[src/rtl/pc_context_scheduler_if.sv]
// pc_context_scheduler_if: PC-block side bus of the scheduler.
// slave = scheduler, master = PC block / OS / loader.
interface pc_context_scheduler_if #(
  parameter int NPROC = 4
) ();
  localparam int IW = $clog2(NPROC);

  logic             load_en;
  logic [IW-1:0]    load_id;
  logic [31:0]      load_pc;
  logic             retire;
  logic             io_stall;
  logic             proc_exit;
  logic             os_done;
  logic [31:0]      pc_current;
  logic             pc_load;
  logic [31:0]      pc_target;
  logic             in_program;
  logic [IW-1:0]    cur_id;
  logic             ctx_switch;
  logic [NPROC-1:0] valid;

  modport master (
    output load_en, load_id, load_pc, retire, io_stall,
    output proc_exit, os_done, pc_current,
    input  pc_load, pc_target, in_program, cur_id,
    input  ctx_switch, valid
  );

  modport slave (
    input  load_en, load_id, load_pc, retire, io_stall,
    input  proc_exit, os_done, pc_current,
    output pc_load, pc_target, in_program, cur_id,
    output ctx_switch, valid
  );
endinterface

[src/rtl/pc_context_scheduler.sv]
// pc_context_scheduler: time-slice PC sequencer between the OS
// handler and NPROC user processes, round-robin dispatch.
module pc_context_scheduler #(
  parameter int          NPROC    = 4,
  parameter int          QUANTUM  = 10,
  parameter logic [31:0] OS_ENTRY = 32'h0000_0000
) (
  input logic                   CLK,
  input logic                   reset,
  pc_context_scheduler_if.slave bus
);
  localparam int IW = $clog2(NPROC);

  typedef enum logic [1:0] {
    IDLE, DISPATCH, RUN, OS
  } state_t;

  state_t           state_q, state_d;
  logic [IW-1:0]    cur_id_q, cur_id_d;
  logic [7:0]       cnt_q, cnt_d;
  logic [NPROC-1:0] valid_q, valid_d;
  logic [31:0]      saved_pc_q [NPROC];
  logic [31:0]      saved_pc_d [NPROC];
  logic             pc_load_q, pc_load_d;
  logic [31:0]      pc_target_q, pc_target_d;
  logic             in_program_q, in_program_d;
  logic             ctx_switch_q, ctx_switch_d;

  logic             found;
  logic [IW-1:0]    sel;
  logic [IW-1:0]    srch_idx;
  logic             enter_os;
  logic             load_ok;

  // round-robin search: scan from far to near so nearest valid wins
  always_comb begin
    found    = 1'b0;
    sel      = cur_id_q;
    srch_idx = cur_id_q;
    for (int k = NPROC; k >= 1; k--) begin
      srch_idx = IW'((int'(cur_id_q) + k) % NPROC);
      if (valid_q[srch_idx]) begin
        found = 1'b1;
        sel   = srch_idx;
      end
    end
  end

  // next-state, slot table and registered output computation
  always_comb begin
    state_d      = state_q;
    cur_id_d     = cur_id_q;
    cnt_d        = cnt_q;
    valid_d      = valid_q;
    saved_pc_d   = saved_pc_q;
    pc_load_d    = 1'b0;
    pc_target_d  = pc_target_q;
    in_program_d = in_program_q;
    ctx_switch_d = 1'b0;
    enter_os     = 1'b0;
    load_ok      = 1'b0;

    unique case (state_q)
      IDLE: begin
        in_program_d = 1'b0;
        if (|valid_q) state_d = DISPATCH;
      end
      DISPATCH: begin
        if (found) begin
          cur_id_d     = sel;
          pc_target_d  = saved_pc_q[sel];
          pc_load_d    = 1'b1;
          in_program_d = 1'b1;
          cnt_d        = 8'd0;
          state_d      = RUN;
        end else begin
          in_program_d = 1'b0;
          state_d      = IDLE;
        end
      end
      RUN: begin
        if (bus.retire && cnt_q != 8'hFF) cnt_d = cnt_q + 8'd1;
        if (bus.proc_exit) begin
          valid_d[cur_id_q] = 1'b0;
          enter_os          = 1'b1;
        end else if (cnt_q >= 8'(QUANTUM) && !bus.io_stall) begin
          saved_pc_d[cur_id_q] = bus.pc_current;
          enter_os             = 1'b1;
        end
      end
      OS: begin
        if (bus.os_done) state_d = DISPATCH;
      end
      default: state_d = IDLE;
    endcase

    if (enter_os) begin
      pc_target_d  = OS_ENTRY;
      pc_load_d    = 1'b1;
      ctx_switch_d = 1'b1;
      in_program_d = 1'b0;
      state_d      = OS;
    end

    // the running slot's PC lives in the PC block, so loads to it drop
    load_ok = bus.load_en &&
              !(state_q == RUN && bus.load_id == cur_id_q);
    if (load_ok) begin
      valid_d[bus.load_id]    = 1'b1;
      saved_pc_d[bus.load_id] = bus.load_pc;
    end
  end

  // state and output registers
  always_ff @(posedge CLK or negedge reset) begin
    if (!reset) begin
      state_q      <= IDLE;
      cur_id_q     <= '0;
      cnt_q        <= 8'd0;
      valid_q      <= '0;
      pc_load_q    <= 1'b0;
      pc_target_q  <= 32'd0;
      in_program_q <= 1'b0;
      ctx_switch_q <= 1'b0;
      for (int i = 0; i < NPROC; i++) saved_pc_q[i] <= 32'd0;
    end else begin
      state_q      <= state_d;
      cur_id_q     <= cur_id_d;
      cnt_q        <= cnt_d;
      valid_q      <= valid_d;
      pc_load_q    <= pc_load_d;
      pc_target_q  <= pc_target_d;
      in_program_q <= in_program_d;
      ctx_switch_q <= ctx_switch_d;
      for (int i = 0; i < NPROC; i++) saved_pc_q[i] <= saved_pc_d[i];
    end
  end

  assign bus.pc_load    = pc_load_q;
  assign bus.pc_target  = pc_target_q;
  assign bus.in_program = in_program_q;
  assign bus.cur_id     = cur_id_q;
  assign bus.ctx_switch = ctx_switch_q;
  assign bus.valid      = valid_q;
endmodule

[src/flat_wrapper.sv]
// flat-port wrapper written by rule: the top's interface ports become plain ports
module pc_context_scheduler_flat 
#(
  parameter int          NPROC    = 4,
  parameter int          QUANTUM  = 10,
  parameter logic [31:0] OS_ENTRY = 32'h0000_0000
)
  (CLK, reset, bus_load_en, bus_load_id, bus_load_pc, bus_retire, bus_io_stall, bus_proc_exit, bus_os_done, bus_pc_current, bus_pc_load, bus_pc_target, bus_in_program, bus_cur_id, bus_ctx_switch, bus_valid);
  pc_context_scheduler_if #(.NPROC(NPROC)) bus_i ();
  input logic CLK;
  input logic reset;
  input wire logic [$bits(bus_i.load_en)-1:0] bus_load_en;
  input wire logic [$bits(bus_i.load_id)-1:0] bus_load_id;
  input wire logic [$bits(bus_i.load_pc)-1:0] bus_load_pc;
  input wire logic [$bits(bus_i.retire)-1:0] bus_retire;
  input wire logic [$bits(bus_i.io_stall)-1:0] bus_io_stall;
  input wire logic [$bits(bus_i.proc_exit)-1:0] bus_proc_exit;
  input wire logic [$bits(bus_i.os_done)-1:0] bus_os_done;
  input wire logic [$bits(bus_i.pc_current)-1:0] bus_pc_current;
  output wire logic [$bits(bus_i.pc_load)-1:0] bus_pc_load;
  output wire logic [$bits(bus_i.pc_target)-1:0] bus_pc_target;
  output wire logic [$bits(bus_i.in_program)-1:0] bus_in_program;
  output wire logic [$bits(bus_i.cur_id)-1:0] bus_cur_id;
  output wire logic [$bits(bus_i.ctx_switch)-1:0] bus_ctx_switch;
  output wire logic [$bits(bus_i.valid)-1:0] bus_valid;
  assign bus_i.load_en = bus_load_en;
  assign bus_i.load_id = bus_load_id;
  assign bus_i.load_pc = bus_load_pc;
  assign bus_i.retire = bus_retire;
  assign bus_i.io_stall = bus_io_stall;
  assign bus_i.proc_exit = bus_proc_exit;
  assign bus_i.os_done = bus_os_done;
  assign bus_i.pc_current = bus_pc_current;
  assign bus_pc_load = bus_i.pc_load;
  assign bus_pc_target = bus_i.pc_target;
  assign bus_in_program = bus_i.in_program;
  assign bus_cur_id = bus_i.cur_id;
  assign bus_ctx_switch = bus_i.ctx_switch;
  assign bus_valid = bus_i.valid;
  pc_context_scheduler #(.NPROC(NPROC), .QUANTUM(QUANTUM), .OS_ENTRY(OS_ENTRY)) u_core (.CLK(CLK), .reset(reset), .bus(bus_i));
endmodule
[config.mk]
export PLATFORM = sky130hd
export DESIGN_NAME = pc_context_scheduler_flat
export DESIGN_NICKNAME = d
export VERILOG_FILES = /design/src/rtl/pc_context_scheduler_if.sv /design/src/rtl/pc_context_scheduler.sv /design/src/flat_wrapper.sv
export SDC_FILE = /design/constraint.sdc
export NUM_CORES = 1
export LEC_CHECK = 0
export BUFFER_PORTS_ARGS = -buffer_cell sky130_fd_sc_hd__buf_2
export CAP_MARGIN = 20
export CORE_ASPECT_RATIO = 0.7
export CORE_MARGIN = 2
export CORE_UTILIZATION = 61
export DETAILED_ROUTE_END_ITERATION = 7
export PLACE_DENSITY = 0.91
export SYNTH_ARGS = -nofsm -noshare
export SYNTH_HDL_FRONTEND = slang
export SYNTH_SLANG_ARGS = --single-unit
[constraint.sdc]
create_clock -name CLK -period 4.1 [get_ports CLK]
set_input_delay 0.41 -clock CLK [delete_from_list [all_inputs] [get_ports CLK]]
set_output_delay 0.41 -clock CLK [all_outputs]
set_load 0.05 [all_outputs]
* Word-level counts from Yosys, hierarchy flattened
Cells that the tools add are included.
Word-level totals: output and inout bits 41, bits of input ports 73, register bits after elaboration 179
Operators by class: reductions and logical operators 21, eq/ne operators 9, bitwise operators 6, order comparisons 14, mux-type cells 56, $add $sub $neg 5
Operators with widths (count):
- $mux W128 | 4
- $bwmux W128 | 2
- $mux W32 | 7
- $demux W32 S2 | 2
- $bmux W32 S2 | 1
- $lt A2 B3 Y1 const B | 6
- $mux W1 | 18
- $mux W2 | 8
- $mux W8 | 2
- $pmux W8 S2 | 1
- $mux W4 | 3
- $ge A3 B3 Y1 const B | 3
- $not A2 Y3 | 3
- $add A8 B1 Y8 const B | 1
- $bmux W1 S2 | 4
- $ge A8 B4 Y1 const B | 1
- $logic_and A1 B1 Y1 | 8
- $ne A8 B8 Y1 const B | 1
- $lt A3 B1 Y1 const B | 2
- $pmux W2 S3 | 1
- $reduce_and A3 Y1 | 2
- $reduce_bool A2 Y1 | 3
- $add A2 B1 Y2 const B | 2
- $add A2 B2 Y2 const B | 2
- 18 further kinds | 24

* Longest topological paths before layout
depth in word-level cells 14, depth in mapped cells 11, gate-level depth less buffers 8

* Worst setup path before layout
OpenSTA, ideal clock, no wires.
kind flip-flop to flip-flop, start reg u_core.cur_id_q[0] (netlist: u_core.bus.cur_id[0]), end reg u_core.pc_target_q[10] (netlist: u_core.bus.pc_target[10]), cell stages (with the launch flop) 11, slack 1.290 ns, setup time 0.104 ns, path buffers 3, clock period less this slack 2.810 ns, arrival time 2.706 ns, cell sequence dfrtp_1 buf_4 inv_2 ha_1 o31a_1 a211oi_2 and2_1 buf_6 buf_6 nor3_1 o41ai_2
Between the ends: word-level cells in the longest chain between the ends 14
Ends and longest elaborated chain:
- start: declaration | RTL line pc_context_scheduler.sv:19 | logic [IW-1:0] cur_id_q, cur_id_d;
- start signal: assignment | RTL line pc_context_scheduler.sv:128 | cur_id_q <= cur_id_d;
- $add A2 B1 Y2 | RTL line pc_context_scheduler.sv:41 | srch_idx = IW'((int'(cur_id_q) + k) % NPROC);
- $bmux W1 S2 | RTL line pc_context_scheduler.sv:42 | if (valid_q[srch_idx]) begin
- $mux W1 (implied by the code) | RTL line pc_context_scheduler.sv:42
- $mux W2 (4 in a row) | RTL line pc_context_scheduler.sv:42
- $not A2 Y3 (implied by the code) | RTL line pc_context_scheduler.sv:71 | pc_target_d = saved_pc_q[sel];
- $bmux W32 S2 | RTL line pc_context_scheduler.sv:71
- $mux W32 (implied by the code) (2 in a row) | RTL line pc_context_scheduler.sv:71
- $mux W32 | RTL line pc_context_scheduler.sv:69 | if (found) begin
- $mux W32 | RTL line pc_context_scheduler.sv:63 | unique case (state_q)
- $mux W32 | RTL line pc_context_scheduler.sv:97 | if (enter_os) begin
- end signal: assignment | RTL line pc_context_scheduler.sv:132 | pc_target_q <= pc_target_d;
- end: declaration | RTL line pc_context_scheduler.sv:25 | logic [31:0] pc_target_q, pc_target_d;
Several ways; a longest one is shown, not always the timed one. The select of a mux whose other input is x is not followed. A chain may end at the register's enable or synchronous reset.

* Worst setup path after layout
start reg u_core.cur_id_q[1] (netlist: u_core.bus.cur_id[1]), end reg u_core.pc_target_q[20] (netlist: u_core.bus.pc_target[20])
Same word-level chain as after synthesis.

==> flow_summary.html <==
<table>
<tr><th>Metric</th><th>Value</th></tr>
<tr><th colspan="2">Timing</th></tr>
<tr><td>Clock skew after layout</td><td>0.0166 ns</td></tr>
<tr><td>Share of the cycle needed by the critical path after routing</td><td>81.3%</td></tr>
<tr><td>Shortest clock period the worst path allows after layout</td><td>3.33 ns</td></tr>
<tr><td>Maximum clock rate</td><td>0.300 GHz</td></tr>
<tr><td>Worst-margin pin slew</td><td>1.01 ns</td></tr>
<tr><td>Fin Hold WS</td><td>0.230 ns</td></tr>
<tr><td>Number of slew-limit violations in the final report</td><td>0</td></tr>
<tr><td>Post-Route Setup TNS</td><td>0 ns</td></tr>
<tr><td>Worst Setup Slack, final</td><td>0.767 ns</td></tr>
<tr><td>Count of endpoints failing hold in the final timing report</td><td>0</td></tr>
<tr><td>RSZ-0062 raised after global routing</td><td>false</td></tr>
<tr><td>Slew margin rel.</td><td>32.6%</td></tr>
<tr><td># setup viols final</td><td>0</td></tr>
<tr><th colspan="2">Finish</th></tr>
<tr><td>Final core occ</td><td>70.9%</td></tr>
<tr><td>Post-layout nets</td><td>1107</td></tr>
<tr><td>Area added between synthesis and finish</td><td>14.8%</td></tr>
<tr><td>Layout cells sized above 1</td><td>20.5%</td></tr>
<tr><td>Number of fill cells</td><td>1093</td></tr>
<tr><th colspan="2">Critical path</th></tr>
<tr><td>Type of element capturing the critical path</td><td>flop</td></tr>
<tr><td>Crit-path max cell delay</td><td>0.66 ns</td></tr>
<tr><td>R2r worst-path depth</td><td>9</td></tr>
<tr><td>CP max-delay cell</td><td>sky130_fd_sc_hd__dfrtp_1</td></tr>
<tr><td>Reg-to-reg endpoint</td><td>u_core.bus.pc_target[20]$_DFFE_PN0P_</td></tr>
<tr><td>Sort of element at the start of the critical path</td><td>flop</td></tr>
<tr><td>Top Family by Delay on Critical Path</td><td>buffers and inverters</td></tr>
<tr><td>Critical path class</td><td>flop to flop</td></tr>
<tr><td>Data arrival time of the worst path</td><td>3.61 ns</td></tr>
<tr><td>Chain of cells forming the critical path</td><td>inv_1 -&gt; ha_1 -&gt; o31a_1 -&gt; a211oi_4 -&gt; buf_4 -&gt; nand2_1 -&gt; buf_4 -&gt; nor3_1 -&gt; o41ai_2</td></tr>
<tr><td>Cell with the most instances on the worst path</td><td>sky130_fd_sc_hd__buf_4</td></tr>
<tr><td>Largest fanout on the critical path</td><td>33</td></tr>
<tr><td>Critical R2R Launch</td><td>u_core.bus.cur_id[1]$_DFFE_PN0P_</td></tr>
<tr><td>Worst path required time</td><td>4.38 ns</td></tr>
<tr><td>Register-to-Register Setup Slack</td><td>0.77 ns</td></tr>
<tr><td>CP bufs+invs</td><td>3</td></tr>
<tr><td>Critical path depth in cells</td><td>9</td></tr>
<tr><th colspan="2">CTS</th></tr>
<tr><td>Inserted Clock Buffers</td><td>17</td></tr>
<tr><td>Number of resized instances in the post-cts repair step</td><td>0</td></tr>
<tr><td>Register clock-pin slew on the reported worst setup and hold paths</td><td>0.08 ns</td></tr>
<tr><td>Clock sink total</td><td>179</td></tr>
<tr><td>Clock latency on the worst-skew pair</td><td>0.43 ns</td></tr>
<tr><td>Maximum clock insertion buffer count</td><td>2</td></tr>
<tr><td>TritonCTS clock tree</td><td>done</td></tr>
<tr><td>Clock root cell</td><td>sky130_fd_sc_hd__clkbuf_16</td></tr>
<tr><td>Clock H-tree levels</td><td>4</td></tr>
<tr><th colspan="2">Job</th></tr>
<tr><td>Max-capacitance violation count</td><td>0</td></tr>
<tr><th colspan="2">Placement</th></tr>
<tr><td>Post-detailed-placement half-perimeter wirelength</td><td>15800 µm</td></tr>
<tr><td>Worst setup slack before clock tree synthesis</td><td>0.864 ns</td></tr>
<tr><td>Number of buffers inserted by port buffering</td><td>113</td></tr>
<tr><td>Routability cong.</td><td>0.835</td></tr>
<tr><th colspan="2">Route</th></tr>
<tr><td>Number of remaining DRC errors</td><td>0</td></tr>
<tr><td>Routed Antenna Nets</td><td>0</td></tr>
<tr><td>Router iterations before antenna repair</td><td>6</td></tr>
<tr><td>Post-detailed-routing wire length</td><td>25800 µm</td></tr>
<tr><td>Via-per-instance ratio</td><td>6.42</td></tr>
<tr><td>Routed length per instance</td><td>20.9 µm</td></tr>
<tr><td>Number of vias after detailed routing</td><td>7951</td></tr>
<tr><td>Starting DRT DRC Count</td><td>835</td></tr>
<tr><th colspan="2">Floorplan</th></tr>
<tr><td>Rows</td><td>38</td></tr>
<tr><td>Placeable core area</td><td>0.0153 mm²</td></tr>
<tr><td>Boundary pin count</td><td>114</td></tr>
<tr><td>Height of the die</td><td>108 µm</td></tr>
<tr><td>Initial Util</td><td>61.7%</td></tr>
<tr><td>Die area</td><td>0.0165 mm²</td></tr>
<tr><td>Die outline width</td><td>153 µm</td></tr>
<tr><th colspan="2">Power and ir drop</th></tr>
<tr><td>Maximum vdd ir drop</td><td>972 µV</td></tr>
<tr><td>Leakage Power</td><td>4.36 nW</td></tr>
<tr><td>Power density of the placed cells</td><td>863 mW/mm²</td></tr>
<tr><th colspan="2">Logic synthesis</th></tr>
<tr><td>Post-Synthesis Cell Area</td><td>0.00945 mm²</td></tr>
<tr><td>Avg Synthesized Cell Area</td><td>9.95 µm²</td></tr>
<tr><td>Sequential fraction of the synthesis area</td><td>47.4%</td></tr>
<tr><td>Count of different cell masters after synthesis</td><td>46</td></tr>
<tr><td>Number of warning messages in the yosys log</td><td>0</td></tr>
<tr><td>Mapped Cells</td><td>950</td></tr>
<tr><td>Syn_nets</td><td>1034</td></tr>
<tr><td>Synthesized flop and latch total</td><td>179</td></tr>
<tr><th colspan="2">Hold path</th></tr>
<tr><td>Type of the worst min-delay path</td><td>input port to flop</td></tr>
<tr><td>Critical hold path startpoint</td><td>bus_load_pc[29]</td></tr>
<tr><td>Hold Path Stages</td><td>3</td></tr>
<tr><td>Hold Path Sink</td><td>u_core.saved_pc_q[29]$_DFF_PN0_</td></tr>
<tr><th colspan="2">Global routing</th></tr>
<tr><td>Global-route layer with the greatest usage</td><td>met2</td></tr>
<tr><td>Overall Global Routing Usage</td><td>31.9%</td></tr>
<tr><td>GR met2 Demand/Resource</td><td>50.2%</td></tr>
<tr><td>Via count of the first global-routing pass</td><td>7971</td></tr>
<tr><td>Met3 track demand over resource</td><td>6.29%</td></tr>
<tr><td>Initial antenna violation count</td><td>2</td></tr>
<tr><td>GR Overflow Total</td><td>0</td></tr>
<tr><td>Global-route wire length before repair</td><td>41700 µm</td></tr>
<tr><td>Met1 Resource Use GR</td><td>45.4%</td></tr>
<tr><td>Maximum number of pins on one net before global-route repair</td><td>55</td></tr>
<tr><th colspan="2">Outcome</th></tr>
<tr><td>Status</td><td>finished, final reports clean</td></tr>
</table>
[cell usage in the layout, fill, tap and decap left out, types with 3 or more instances in the layout]
cell and n:
sky130_fd_sc_hd__a21boi_0 32, sky130_fd_sc_hd__a21oi_1 5, sky130_fd_sc_hd__inv_1 8, sky130_fd_sc_hd__nand2_1 167
sky130_fd_sc_hd__o21ai_0 134, sky130_fd_sc_hd__xor2_1 3, sky130_fd_sc_hd__buf_4 14, sky130_fd_sc_hd__nor2_1 16
sky130_fd_sc_hd__nand4_1 3, sky130_fd_sc_hd__dfrtp_1 179, sky130_fd_sc_hd__nand3_1 8, sky130_fd_sc_hd__ha_1 11
sky130_fd_sc_hd__buf_12 5, sky130_fd_sc_hd__buf_2 112, sky130_fd_sc_hd__clkbuf_16 17, sky130_fd_sc_hd__and2_2 5
sky130_fd_sc_hd__inv_8 3, sky130_fd_sc_hd__a21o_1 5, sky130_fd_sc_hd__xnor2_1 4, sky130_fd_sc_hd__nor3_1 65
sky130_fd_sc_hd__a211oi_1 34, sky130_fd_sc_hd__clkinv_4 3, sky130_fd_sc_hd__inv_6 3, sky130_fd_sc_hd__o41ai_2 32
sky130_fd_sc_hd__mux2i_1 129
[Yosys cell counts (all sizes together)]
| cell type | n | area, µm² |
|---|---|---|
| ha | 11 | 138 |
| o31a | 1 | 8.76 |
| a221oi | 1 | 8.76 |
| o21ai | 135 | 676 |
| and2 | 5 | 31.3 |
| a21o | 5 | 37.5 |
| inv | 9 | 33.8 |
| nand3 | 8 | 40.0 |
| mux2i | 129 | 1290 |
| and3 | 2 | 12.5 |
| or4 | 1 | 7.51 |
| dfrtp | 179 | 4480 |
| a21oi | 6 | 30.0 |
| o31ai | 2 | 15.0 |
| or2 | 1 | 6.26 |
| buf | 26 | 163 |
| nor3 | 65 | 325 |
| clkbuf | 54 | 203 |
| o41ai | 32 | 521 |
| a22o | 1 | 8.76 |
| nand4 | 3 | 18.8 |
| nor2b | 2 | 20.0 |
| and3b | 1 | 8.76 |
| o221a | 1 | 11.3 |
| xnor2 | 4 | 35.0 |
| a21boi | 32 | 240 |
| nand2b | 2 | 12.5 |
| a311o | 1 | 10.0 |
| or3b | 1 | 8.76 |
| o22a | 1 | 8.76 |
| a311oi | 2 | 17.5 |
| nand2 | 167 | 627 |
| o22ai | 1 | 6.26 |
| o21a | 1 | 7.51 |
| a31oi | 2 | 12.5 |
| a211oi | 35 | 268 |
| nor4 | 1 | 6.26 |
| nor2 | 16 | 60.1 |
| xor2 | 3 | 26.3 |
| o311ai | 1 | 8.76 |
[worst max path at each step]
stage                                     startpoint                                   end  slack [ns]
CTS                 u_core.bus.cur_id[1]$_DFFE_PN0P_  u_core.bus.pc_target[20]$_DFFE_PN0P_        0.83
global route        u_core.bus.cur_id[1]$_DFFE_PN0P_  u_core.bus.pc_target[27]$_DFFE_PN0P_        0.63
finish              u_core.bus.cur_id[1]$_DFFE_PN0P_  u_core.bus.pc_target[20]$_DFFE_PN0P_        0.77
floorplan           u_core.bus.cur_id[0]$_DFFE_PN0P_  u_core.bus.pc_target[10]$_DFFE_PN0P_        1.29
global placement    u_core.bus.cur_id[1]$_DFFE_PN0P_   u_core.bus.pc_target[8]$_DFFE_PN0P_        1.04
detailed placement  u_core.bus.cur_id[1]$_DFFE_PN0P_  u_core.bus.pc_target[20]$_DFFE_PN0P_        0.86
[power by group]
group | switching [W] | internal, W | total (W) | leakage [nW]
clock | 0.000775 | 0.000867 | 0.00164 | 0.286
combinational | 0.00350 | 0.00155 | 0.00505 | 1.83
sequential | 0.000397 | 0.00228 | 0.00268 | 2.24
total | 0.00467 | 0.00470 | 0.00937 | 4.36
[cell type report]
type / count / area (µm²) / area share [%]
clock inverter: 15 / 169 / 1.56
timing repair buffer: 134 / 815 / 7.51
sequential: 179 / 4480 / 41.3
multi-input combinational: 682 / 4670 / 43.1
inverter: 9 / 33.8 / 0.311
clock buffer: 17 / 425 / 3.92
tap: 200 / 250 / 2.31
antenna: 2 / 5.00 / 0.0461
[metal layers]
metal,up-vias,wire [µm]
li1,3567,-
met1,3891,10900
met2,448,11900
met3,45,2750
met4,0,353
met5,-,0
[cells by family (layout without fill, tap and decap cells)]
family	Yosys count	in the layout	share of synthesized area, %
compound gates	260	260	20.1
other cells	0	2	0
flops	179	179	47.4
mux	129	129	13.7
buf+inv	89	175	4.22
fa+ha+maj	11	11	1.46
simple gates	275	275	12.5
xor+xnor	7	7	0.649
[worst register-to-register path: cells and delay by family (launching register included)]
kind	cells	cell delay, ns
fa+ha+maj	1	0.42
flops	1	0.66
compound gates	3	0.69
simple gates	2	0.45
buf+inv	3	0.98
[state kept, by name, summed over array words and instances, names as in the netlist]
register	count
u_core.saved_pc_q	128
u_core.bus.pc_target	32
u_core.cnt_q	8
u_core.bus.valid	4
u_core.bus.cur_id	2
u_core.state_q	2
u_core.bus.ctx_switch	1
u_core.bus.in_program	1
u_core.bus.pc_load	1
[metrics by stage]
stage,cell area [µm²],power [W],instances
2_1_floorplan,9450,0.00626,950
3_3_place_gp,10200,0.00739,1202
3_5_place_dp,10200,0.00757,1202
4_1_cts,10800,0.00923,1235
5_1_grt,10800,0.00983,1236
6_report,10900,0.00937,1238
[timing repair]
item / in CTS / in global routing
buffers inserted: 0 / 0
endpoints found under the setup margin: 0 / 0
endpoints found under the hold margin: 49 / 0
hold buffers: 1 / 0
(Power assumes the default switching activity.)
